**src/rtl/mux3_sel_pkg.sv**
```systemverilog
// Shared types and select encoding for the mux3_1 round-robin select controller.
// The mux maps 01->in[2], 10->in[1], 11->in[0]; 00 is the unused leg driven only when idle.
package mux3_sel_pkg;

    typedef enum logic {
        IDLE  = 1'b0,
        GRANT = 1'b1
    } state_e;

    localparam logic [1:0] SEL_NONE = 2'b00;
    localparam logic [1:0] SEL_IN2  = 2'b01;
    localparam logic [1:0] SEL_IN1  = 2'b10;
    localparam logic [1:0] SEL_IN0  = 2'b11;

    function automatic logic [1:0] idx2sel(input logic [1:0] idx);
        logic [1:0] code;
        case (idx)
            2'd0:    code = SEL_IN0;
            2'd1:    code = SEL_IN1;
            2'd2:    code = SEL_IN2;
            default: code = SEL_NONE;
        endcase
        return code;
    endfunction

    // Grant is one-hot or zero, so a simple priority decode is exact.
    function automatic logic [1:0] onehot2idx(input logic [2:0] oh);
        logic [1:0] idx;
        if (oh[2])      idx = 2'd2;
        else if (oh[1]) idx = 2'd1;
        else            idx = 2'd0;
        return idx;
    endfunction

endpackage

```
**src/rtl/rr_pick3.sv**
```systemverilog
// Combinational round-robin picker for three requesters.
// Search order starts one past the previous winner and wraps modulo 3.
module rr_pick3
    import mux3_sel_pkg::*;
(
    input  logic [2:0] req,
    input  logic [1:0] last_winner,
    output logic [2:0] winner,
    output logic [1:0] winner_idx
);

    logic [1:0] first_idx;
    logic [1:0] second_idx;
    logic [1:0] third_idx;

    // NOTE: every combinational output gets a default first so no path leaves it unassigned (no latch).
    always_comb begin
        first_idx  = 2'd0;
        second_idx = 2'd1;
        third_idx  = 2'd2;
        case (last_winner)
            2'd0: begin
                first_idx  = 2'd1;
                second_idx = 2'd2;
                third_idx  = 2'd0;
            end
            2'd1: begin
                first_idx  = 2'd2;
                second_idx = 2'd0;
                third_idx  = 2'd1;
            end
            default: ;
        endcase
    end

    always_comb begin
        winner     = 3'b000;
        winner_idx = 2'd0;
        if (req[first_idx]) begin
            winner_idx = first_idx;
            winner     = 3'b001 << first_idx;
        end else if (req[second_idx]) begin
            winner_idx = second_idx;
            winner     = 3'b001 << second_idx;
        end else if (req[third_idx]) begin
            winner_idx = third_idx;
            winner     = 3'b001 << third_idx;
        end
    end

endmodule

```
**src/rtl/mux3_rr_sel_ctrl.sv**
```systemverilog
// Round-robin select controller driving mux3_1.select with a burst-holding grant.
// Holds the FSM, beat counter, last-winner pointer and all registered outputs.
module mux3_rr_sel_ctrl
    import mux3_sel_pkg::*;
#(
    parameter int MAX_HOLD = 8,
    parameter int CNT_W    = $clog2(MAX_HOLD + 1)
) (
    input  logic       clk,
    input  logic       rst_n,
    input  logic [2:0] req,
    input  logic [2:0] last,
    input  logic       out_ready,
    output logic [1:0] select,
    output logic [2:0] grant,
    output logic       out_valid,
    output logic       busy
);

    localparam logic [CNT_W-1:0] HOLD_LIM = CNT_W'(MAX_HOLD);

    state_e           state_q,       state_d;
    logic [2:0]       grant_q,       grant_d;
    logic [1:0]       select_q,      select_d;
    logic             busy_q,        busy_d;
    logic [CNT_W-1:0] beat_cnt_q,    beat_cnt_d;
    logic [1:0]       last_winner_q, last_winner_d;

    logic [2:0]       pick_oh;
    logic [1:0]       pick_idx;
    logic             owner_req;
    logic             owner_last;
    logic             xfer;
    logic [CNT_W-1:0] beat_cnt_inc;

    rr_pick3 u_pick (
        .req         (req),
        .last_winner (last_winner_q),
        .winner      (pick_oh),
        .winner_idx  (pick_idx)
    );

    assign owner_req    = |(req & grant_q);
    assign owner_last   = |(last & grant_q);
    assign out_valid    = owner_req;
    assign xfer         = owner_req & out_ready;
    assign beat_cnt_inc = beat_cnt_q + CNT_W'(1);

    always_comb begin
        state_d       = state_q;
        grant_d       = grant_q;
        select_d      = select_q;
        busy_d        = busy_q;
        beat_cnt_d    = beat_cnt_q;
        last_winner_d = last_winner_q;
        case (state_q)
            IDLE: begin
                if (req != 3'b000) begin
                    state_d    = GRANT;
                    grant_d    = pick_oh;
                    select_d   = idx2sel(pick_idx);
                    busy_d     = 1'b1;
                    beat_cnt_d = '0;
                end
            end
            GRANT: begin
                // Abandon, last beat and hold limit all collapse into one release.
                if (!owner_req || (xfer && (owner_last || beat_cnt_inc == HOLD_LIM))) begin
                    state_d       = IDLE;
                    grant_d       = 3'b000;
                    select_d      = SEL_NONE;
                    busy_d        = 1'b0;
                    beat_cnt_d    = '0;
                    last_winner_d = onehot2idx(grant_q);
                end else if (xfer) begin
                    beat_cnt_d = beat_cnt_inc;
                end
            end
            default: begin
                state_d = IDLE;
            end
        endcase
    end

    // NOTE: state registers use non-blocking assignments so every flop samples pre-edge values.
    // NOTE: reset is synchronous (only sampled on the clock edge), so rst_n is not in the sensitivity list.
    always_ff @(posedge clk) begin
        if (!rst_n) begin
            state_q       <= IDLE;
            grant_q       <= 3'b000;
            select_q      <= SEL_NONE;
            busy_q        <= 1'b0;
            beat_cnt_q    <= '0;
            last_winner_q <= 2'd2;
        end else begin
            state_q       <= state_d;
            grant_q       <= grant_d;
            select_q      <= select_d;
            busy_q        <= busy_d;
            beat_cnt_q    <= beat_cnt_d;
            last_winner_q <= last_winner_d;
        end
    end

    assign select = select_q;
    assign grant  = grant_q;
    assign busy   = busy_q;

endmodule
```
**config.mk**
```make
export PLATFORM = sky130hd
export DESIGN_NAME = mux3_rr_sel_ctrl
export DESIGN_NICKNAME = d
export VERILOG_FILES = /design/src/rtl/mux3_sel_pkg.sv /design/src/rtl/rr_pick3.sv /design/src/rtl/mux3_rr_sel_ctrl.sv
export SDC_FILE = /design/constraint.sdc
export NUM_CORES = 1
export LEC_CHECK = 0
export BUFFER_PORTS_ARGS = -buffer_cell sky130_fd_sc_hd__buf_2
export CORE_MARGIN = 3
export CORE_UTILIZATION = 45
export DETAILED_ROUTE_END_ITERATION = 12
export PLACE_DENSITY = 0.69
export SYNTH_ARGS = -nofsm -noshare
export SYNTH_HDL_FRONTEND = slang
export SYNTH_SLANG_ARGS = --single-unit
```
**constraint.sdc**
```tcl
create_clock -name clk -period 1.9 [get_ports clk]
set_input_delay 0.19 -clock clk [delete_from_list [all_inputs] [get_ports clk]]
set_output_delay 0.19 -clock clk [all_outputs]
set_load 0.01 [all_outputs]
```
==> results of run 1 <==
==> final cells by class <==
| cell class | instances | share of cell area, % |
|---|---|---|
| Tap cell | 15 | 2.389 |
| Timing Repair Buffer | 16 | 10.51 |
| Multi-Input combinational cell | 57 | 49.20 |
| Sequential cell | 13 | 33.12 |
| Clock buffer | 4 | 3.344 |
| Inverter | 3 | 1.433 |
==> per-layer routing <==
metal	track usage (%)	up-vias	routed length [µm]
met5	0	-	0
li1	-	324	-
met4	10.84	0	38
met2	28.08	23	673
met3	2.846	5	107
met1	24.38	294	708
==> worst reg2reg max path: stages, from the launching register on <==
cell	delay, ns
sky130_fd_sc_hd__dfxtp_1	0.36
sky130_fd_sc_hd__a222oi_1	0.49
sky130_fd_sc_hd__o21ai_1	0.13
sky130_fd_sc_hd__o21ba_2	0.38
sky130_fd_sc_hd__mux2i_1	0.22
==> kinds of logic (layout without fill, tap and decap cells) <==
group	Yosys count	count (layout)	share of synthesized area [%]
compound gates	23	23	25.09
fa+ha+maj	1	1	1.858
buf+inv	5	23	3.903
flops	13	13	38.66
simple gates	29	29	24.35
mux	4	4	6.134
==> flip-flops by register name (all words and copies together), names as in the netlist <==
name	flops
beat_cnt_q	4
select	2
grant	3
last_winner_q	2
state_q	1
busy	1
==> through the flow <==
step	power, mW	instance area, µm²	setup WS (ns)	util, %
after global routing	0.6950	785.8	0.1150	58.20
final	0.6570	785.8	0.2620	58.20
after CTS	0.6628	785.8	0.2531	58.20
after global placement	0.4850	759.5	0.2832	56.26
after floorplan	0.4344	673.1	0.3869	-
after detailed placement	0.4873	759.5	0.2571	56.26
==> synthesized netlist by cell type <==
cell | n | area share (%)
sky130_fd_sc_hd__a211o_1 | 1 | 1.3
sky130_fd_sc_hd__a211oi_1 | 1 | 1.1
sky130_fd_sc_hd__a21bo_2 | 1 | 1.5
sky130_fd_sc_hd__a21o_1 | 1 | 1.1
sky130_fd_sc_hd__a21oi_1 | 3 | 2.2
sky130_fd_sc_hd__a221o_1 | 1 | 1.5
sky130_fd_sc_hd__a222oi_1 | 2 | 3.0
sky130_fd_sc_hd__a22o_1 | 1 | 1.3
sky130_fd_sc_hd__and2_1 | 1 | 0.93
sky130_fd_sc_hd__and3_4 | 1 | 1.7
sky130_fd_sc_hd__buf_6 | 1 | 1.7
sky130_fd_sc_hd__clkbuf_1 | 1 | 0.56
sky130_fd_sc_hd__dfxtp_1 | 13 | 39
sky130_fd_sc_hd__ha_1 | 1 | 1.9
sky130_fd_sc_hd__inv_1 | 3 | 1.7
sky130_fd_sc_hd__mux2_2 | 1 | 1.7
sky130_fd_sc_hd__mux2i_1 | 3 | 4.5
sky130_fd_sc_hd__nand2_1 | 4 | 2.2
sky130_fd_sc_hd__nand2b_1 | 4 | 3.7
sky130_fd_sc_hd__nand3_1 | 6 | 4.5
sky130_fd_sc_hd__nand3b_1 | 2 | 2.2
sky130_fd_sc_hd__nor2_1 | 6 | 3.3
sky130_fd_sc_hd__nor2b_1 | 1 | 0.93
sky130_fd_sc_hd__nor3_1 | 1 | 0.74
sky130_fd_sc_hd__nor4_2 | 1 | 1.9
sky130_fd_sc_hd__o2111ai_1 | 1 | 1.3
sky130_fd_sc_hd__o211ai_1 | 1 | 1.1
sky130_fd_sc_hd__o21ai_0 | 3 | 2.2
sky130_fd_sc_hd__o21ai_1 | 1 | 0.74
sky130_fd_sc_hd__o21ba_2 | 1 | 1.5
sky130_fd_sc_hd__o22ai_1 | 3 | 2.8
sky130_fd_sc_hd__o31ai_1 | 1 | 1.1
sky130_fd_sc_hd__o32ai_1 | 1 | 1.3
sky130_fd_sc_hd__or2_2 | 1 | 0.93
sky130_fd_sc_hd__or3b_1 | 1 | 1.3
==> how the worst max path moves through the flow <==
stage,to,slack [ns],cells past startpoint
final,last_winner_q[0],0.26,4
after global routing,last_winner_q[1],0.12,4
after CTS,last_winner_q[0],0.25,4
after detailed placement,last_winner_q[0],0.26,4
after global placement,beat_cnt_q[0],0.28,4
after floorplan,beat_cnt_q[3],0.39,4
==> where the power goes <==
part | total (mW) | internal, mW | switching [mW] | leakage [nW]
logic | 0.153 | 0.0718 | 0.0812 | 0.213
clock network | 0.175 | 0.0815 | 0.0937 | 0.0150
registers | 0.329 | 0.300 | 0.0288 | 0.107
==> run summary, run 1 <==
The number of nets produced by synthesis was 85. Counting instances, the worst hold path has a depth of 3. In this run the tightest slew margin relative to its limit is 68.69%.

TritonCTS built the clock tree. The horizontal die dimension was 44.68 µm. Detailed placement finished with a half-perimeter wire length of 1108 µm. Dividing the detail-routed wire length by the instance count gives 14.15 µm. The starting density of the core was 49.86%; the routed wire length was 1528 µm.

The total global routing overflow is 0, and the residual antenna-violating net count after detailed routing is 0. The die covers 1996 µm². The run gives 104 as the number of instances in the placed design.

The initial detailed-routing violation count came out at 29. The minimum clock period is 1.638 ns. The cell sitting at the root of the clock tree is a sky130_fd_sc_hd__clkbuf_4.

Pin placement for this block handled 16 I/O pins. The floorplan step set the die height to 44.68 µm. In this run the mean area of a mapped cell was 8.975 µm². The library cell used most frequently in the layout, excluding fill and tap cells, is sky130_fd_sc_hd__buf_2. Tracing the worst setup path back leads to its startpoint at grant[1]. The worst path uses 86.21% of the clock period.

The setup path with the least slack is of type reg2reg. The run gives 35 as the count of unique library cells instantiated by Yosys. After clock tree synthesis, the setup repair step added 0 buffers. The logs give 108 for the filler-free cell count of the finished design and 2.11 ns for the worst endpoint required time. The post-detailed-route via-to-cell ratio works out to 5.981. The critical path goes through a222oi_1 -> o21ai_1 -> o21ba_2 -> mux2i_1. After floorplanning, the core was divided into 13 placement rows. The analysis attributes to cell leakage a power of 0.3354 nW.

Counting both buffers and inverters, the worst setup path holds a total of 0. Leaving out fill and tap cells, the most frequent cells in the layout are sky130_fd_sc_hd__buf_2, sky130_fd_sc_hd__dfxtp_1, sky130_fd_sc_hd__nand3_1, sky130_fd_sc_hd__nor2_1. After synthesis, flip-flops and latches occupy 38.66% of the total area. The synthesis-to-finish area growth works out to 16.73%. The path with the worst hold slack has its endpoint at grant[0].

Along the worst path, the maximum fanout reaches 9. The clock skew after layout was 0.007792 ns; the later-pin clock latency in the skew report was 0.28 ns. The delay of the slowest cell on the worst path came out at 0.48 ns.

Entering global routing, the biggest net connects 15 pins. The detailed router placed 646 vias in this run. Derived from the worst setup path, the maximum achievable clock frequency is 610.5 MHz.

Counting every instance in the synthesized netlist gives 75. Across the run, the number of max-cap violations was 0. The tools report the wire length of the first global-routing pass as 2704 µm. The tools report the final number of max-transition violations as 0.

For the number of antenna violations at the first check in global routing, the log shows 0. The filler cells instantiated in the layout total 123. In this run the tool buffered the top-level ports with 15 buffer cells.

In this run, synthesis produced a sequential element count of 13. Setup repair after global routing left no endpoint under its margin. The register area was 260.3 µm²; the maximum resistive drop on vdd was 0.0004722 V. The count of hold-fix buffers inserted at cts is 0.

In this run the worst hold path is classified as in2reg. The setup check on the worst reg-to-reg path leaves a slack of 0.26 ns. The worst register-to-register path ends at last_winner_q[0]. Clock tree synthesis found a total of 13 sinks.

The tools report the DRC violations left as 0. Global routing used 18.47% of the available tracks across all layers. The post-route setup TNS was 0 ns; the total power per unit cell area was 836.1 nW/µm². Broken down by cell family, the worst path's largest delay share belongs to compound AO/OA/AOI/OAI gates. Cells with a size suffix above 1 make up 26.88% of the layout. The floorplan step defined a core boundary enclosing 1350 µm². The area of the multi-input gates is 386.6 µm². The slowest stage of the critical path belongs to the cell sky130_fd_sc_hd__a222oi_1. The clock-pin slew on the worst setup and hold paths works out to 0.08 ns. In this run, post-CTS repair resized a total of 0 instances.

Level count of the clock H-tree: 1. The tools report the type of destination of the critical path as a flop. The number of iterations in the first detailed-routing pass was 4. The final count of hold timing violations is 0, and the number of global-route vias before repair is 604. Setup violations remaining at the end of the flow were counted as 0.

The worst hold path begins at req[0]. The placer's final routability congestion estimate is 0.7295. The tools report the number of antenna diodes as 0.

The tools report the category of the worst setup path launch point as a flop. The synthesized netlist occupies a cell area of 673.1 µm². The depth of the most critical reg-to-reg path works out to 4.

The flow ran to the end, and the final reports show no timing, DRC or antenna violations. Data arrives at the worst endpoint at 1.85 ns. The tools report the count of synthesis-stage warnings from yosys as 0.

At the end of the flow, the number of nets in the layout was 104. The clock passes through at most 2 buffers. Number of buffers added by the clock tree synthesis step: 3.

The critical register-to-register path startpoint is grant[1]. At the pin with the least slew margin, the transition time is 0.4696 ns. For the post-route worst hold slack, the log shows 0.2438 ns.
(Power assumes the default switching activity.)
==> run 2: changes to the inputs <==
- SETUP_SLACK_MARGIN: not set -> 0.3
==> run 2 against run 1 <==
  * Via count up 3.6%
  * Largest cell class unchanged
  * Clock power barely moved
  * Design area is 8.4% higher
  * Critical endpoint is now beat_cnt_q[2]
  * Critical path depth increased by 1
  * First-iteration DRC count rose by 52%
==> run summary, run 2 (synthesis gave the netlist of run 1 again) <==
The number of global-route vias before repair is 603 (-0.17%), and the later-pin clock latency in the skew report is 0.28 ns (about the same). The startpoint identified for the worst hold timing path is req[0]. The logs give 0 (unchanged) for the number of antenna violations at the first check in global routing and 0.3584 nW (+6.8%) for the static leakage power. The clock-pin slew on the worst setup and hold paths is 0.09 ns (about the same). Area enclosed by the die boundary: 1996 µm² (unchanged).

The run gives 49.86% (unchanged) as the starting density of the core. The number of max-capacitance violations reported was 0 (unchanged). The pin count of the biggest net entering global routing is 15 (unchanged).

STA classifies the critical path endpoint as a flop. The tools report the critical register-to-register path startpoint as grant[0]. The achievable frequency is 638.9 MHz (+4.7%).

The run finished with clean final reports. TritonCTS built the clock tree. The horizontal die dimension works out to 44.68 µm (unchanged). Register with the most flip-flops: beat_cnt_q. The run gives 18.47% (unchanged) as the aggregate global-route resource usage. The run gives 2704 µm (unchanged) as the wire length of the first global-routing pass. The total global routing overflow came out at 0 (unchanged). The residual antenna-violating net count after detailed routing was 0 (unchanged); the total number of vias was 669 (+3.6%).

For the final count of hold timing violations, the log shows 0 (unchanged). The number of flip-flops under the largest register name was 4 (unchanged). The worst hold path stage count works out to 3 (unchanged). The critical path in this run is classified as reg2reg. The routed wire length was 1673 µm (+9.5%).

The tree is rooted in a sky130_fd_sc_hd__clkbuf_4. The total of endpoints with negative setup slack in the final report was 0 (unchanged); the post-detailed-route via-to-cell ratio was 5.973 (-0.14%). For the DRC violations left, the log shows 0 (unchanged). Capture instance of the worst register-to-register path: beat_cnt_q[2]. The clock skew after layout was 0.01164 ns (+0.003845 ns); the delay of the slowest cell on the worst path was 0.47 ns (about the same).

The logs give 0.33 ns (+0.07 ns) for the reg2reg setup slack and 0.3348 ns (+0.07280 ns) for the final worst slack. The placer's final routability congestion estimate came out at 0.7295 (unchanged). The data arrival time at the worst-slack endpoint is 1.79 ns (-0.06 ns). The count of nets after finishing was 108 (+3.8%); the largest buffer count on any clock path was 2 (unchanged). The pre-CTS setup slack was 0.2571 ns (unchanged). The signal on the critical path passes through a222oi_1 -> or3b_4 -> buf_4 -> a21oi_2 -> a21o_1.

For the count of hold-fix buffers inserted at cts, the log shows 0 (unchanged). The row count is 13 (unchanged), and the core footprint is 1350 µm² (unchanged). The number of antenna diodes is 0 (unchanged), and the number of I/O pins is 16 (unchanged). For the layout filler cell count, the log shows 119 (-3.3%). The run gives 3 (unchanged) as the number of buffers added by the clock tree synthesis step.

The vertical extent of the die was 44.68 µm (unchanged); the number of iterations in the first detailed-routing pass was 4 (unchanged). Post-route worst hold slack: 0.2283 ns (-0.01558 ns). The final number of max-transition violations came out at 0 (unchanged).

Leaving out fill and tap cells, the most frequent cells in the layout are sky130_fd_sc_hd__buf_2, sky130_fd_sc_hd__dfxtp_1, sky130_fd_sc_hd__nand3_1. The minimum clock period was 1.565 ns (-0.07280 ns). Category of the worst setup path launch point: a flop. Worst endpoint required time: 2.13 ns (+0.02 ns). The share of layout cells above drive strength 1 came out at 37.11% (+10 points).

The placed wire-length estimate after detailed placement is 1108 µm (unchanged). End point of the most critical hold path: grant[0]. The maximum resistive drop on vdd is 0.0004852 V (+2.8%).

The run gives 1 (unchanged) as the level count of the clock H-tree. Quantity of I/O buffers inserted on ports: 15 (unchanged). The synthesis-to-finish area growth works out to 26.58%. Setup repair after global routing could not meet its margin everywhere.

The slowest stage of the critical path is the sky130_fd_sc_hd__or3b_4 cell. The mean routed wirelength per cell was 14.94 µm (+5.6%). The most frequent standard cell in the layout excluding fill and tap cells is sky130_fd_sc_hd__buf_2. The tightest slew margin relative to the limit is 77.05% (+8.4 points), and the CTS sink count is 13 (unchanged). Depth of the most critical reg-to-reg path: 5 (+1). The tools report the post-route setup TNS as 0 ns (unchanged). The tightest min-delay check is of the in2reg type. The largest fanout of any net on the critical path was 4 (-5); the portion of the clock cycle consumed by the worst path in the final layout was 82.38% (-3.8 points). The worst-margin pin slew was 0.3443 ns (-0.1253 ns); the initial detailed-routing violation count was 44 (+52%). The total power per unit cell area is 805.4 nW/µm² (-3.7%).
==> run 2: cell count changes in the layout (fill, tap and decap cells not counted), moves of 2 or more <==
cell / before / now
sky130_fd_sc_hd__a21oi_1: 3 / 1
sky130_fd_sc_hd__a21oi_2: 0 / 2
sky130_fd_sc_hd__buf_4: 1 / 5
sky130_fd_sc_hd__dfxtp_1: 13 / 11
==> run 2: layer usage <==
| metal | wire length (µm) | global-route usage [%] | up-vias |
|---|---|---|---|
| li1 | - | - | 329 |
| met1 | 757 | 24.38 | 301 |
| met2 | 737 | 28.08 | 32 |
| met3 | 123 | 2.846 | 7 |
| met4 | 54 | 10.84 | 0 |
| met5 | 0 | 0 | - |
==> run 2: cell type report <==
type / count / area, µm² / area share (%)
Timing Repair Buffer: 20 / 112.6 / 13.22
Tap cell: 15 / 18.77 / 2.203
Multi-Input combinational cell: 57 / 417.9 / 49.05
Inverter: 3 / 11.26 / 1.322
Clock buffer: 4 / 26.28 / 3.084
Sequential cell: 13 / 265.3 / 31.13
==> run 2: worst max-delay path by stage <==
| stage | start | to | slack (ns) |
|---|---|---|---|
| 2_1_floorplan | grant[1] | beat_cnt_q[3] | 0.39 |
| 3_3_place_gp | grant[1] | beat_cnt_q[0] | 0.28 |
| 3_5_place_dp | grant[1] | last_winner_q[0] | 0.26 |
| 4_1_cts | grant[1] | last_winner_q[0] | 0.30 |
| 5_1_grt | beat_cnt_q[0] | last_winner_q[1] | 0.24 |
| 6_report | grant[0] | beat_cnt_q[2] | 0.33 |
==> run 2: report_power, final <==
part           switching, mW  internal, mW
Combinational         0.0888        0.0896
Clock                 0.0955        0.0815
Sequential            0.0292         0.302
==> run 2: stage by stage <==
stage,cell area [µm²],instances,utilization (%),total power [mW]
finish,852.1,112,63.11,0.6862
floorplan,673.1,75,-,0.4344
global placement,759.5,104,56.26,0.4850
detailed placement,759.5,104,56.26,0.4873
global route,852.1,112,63.11,0.7201
CTS,798.3,109,59.13,0.6696
==> run 2: critical path: cells and delay by family (launching register included) <==
kind	cells	cell delay, ns
buf+inv	1	0.15
simple gates	1	0.47
flops	1	0.35
compound gates	3	0.54
==> run 2: what timing repair did <==
item                       CTS  global route
pin swaps                    1             6
setup buffers                1             3
setup endpoints to repair    5            12
gates resized for setup      2             8
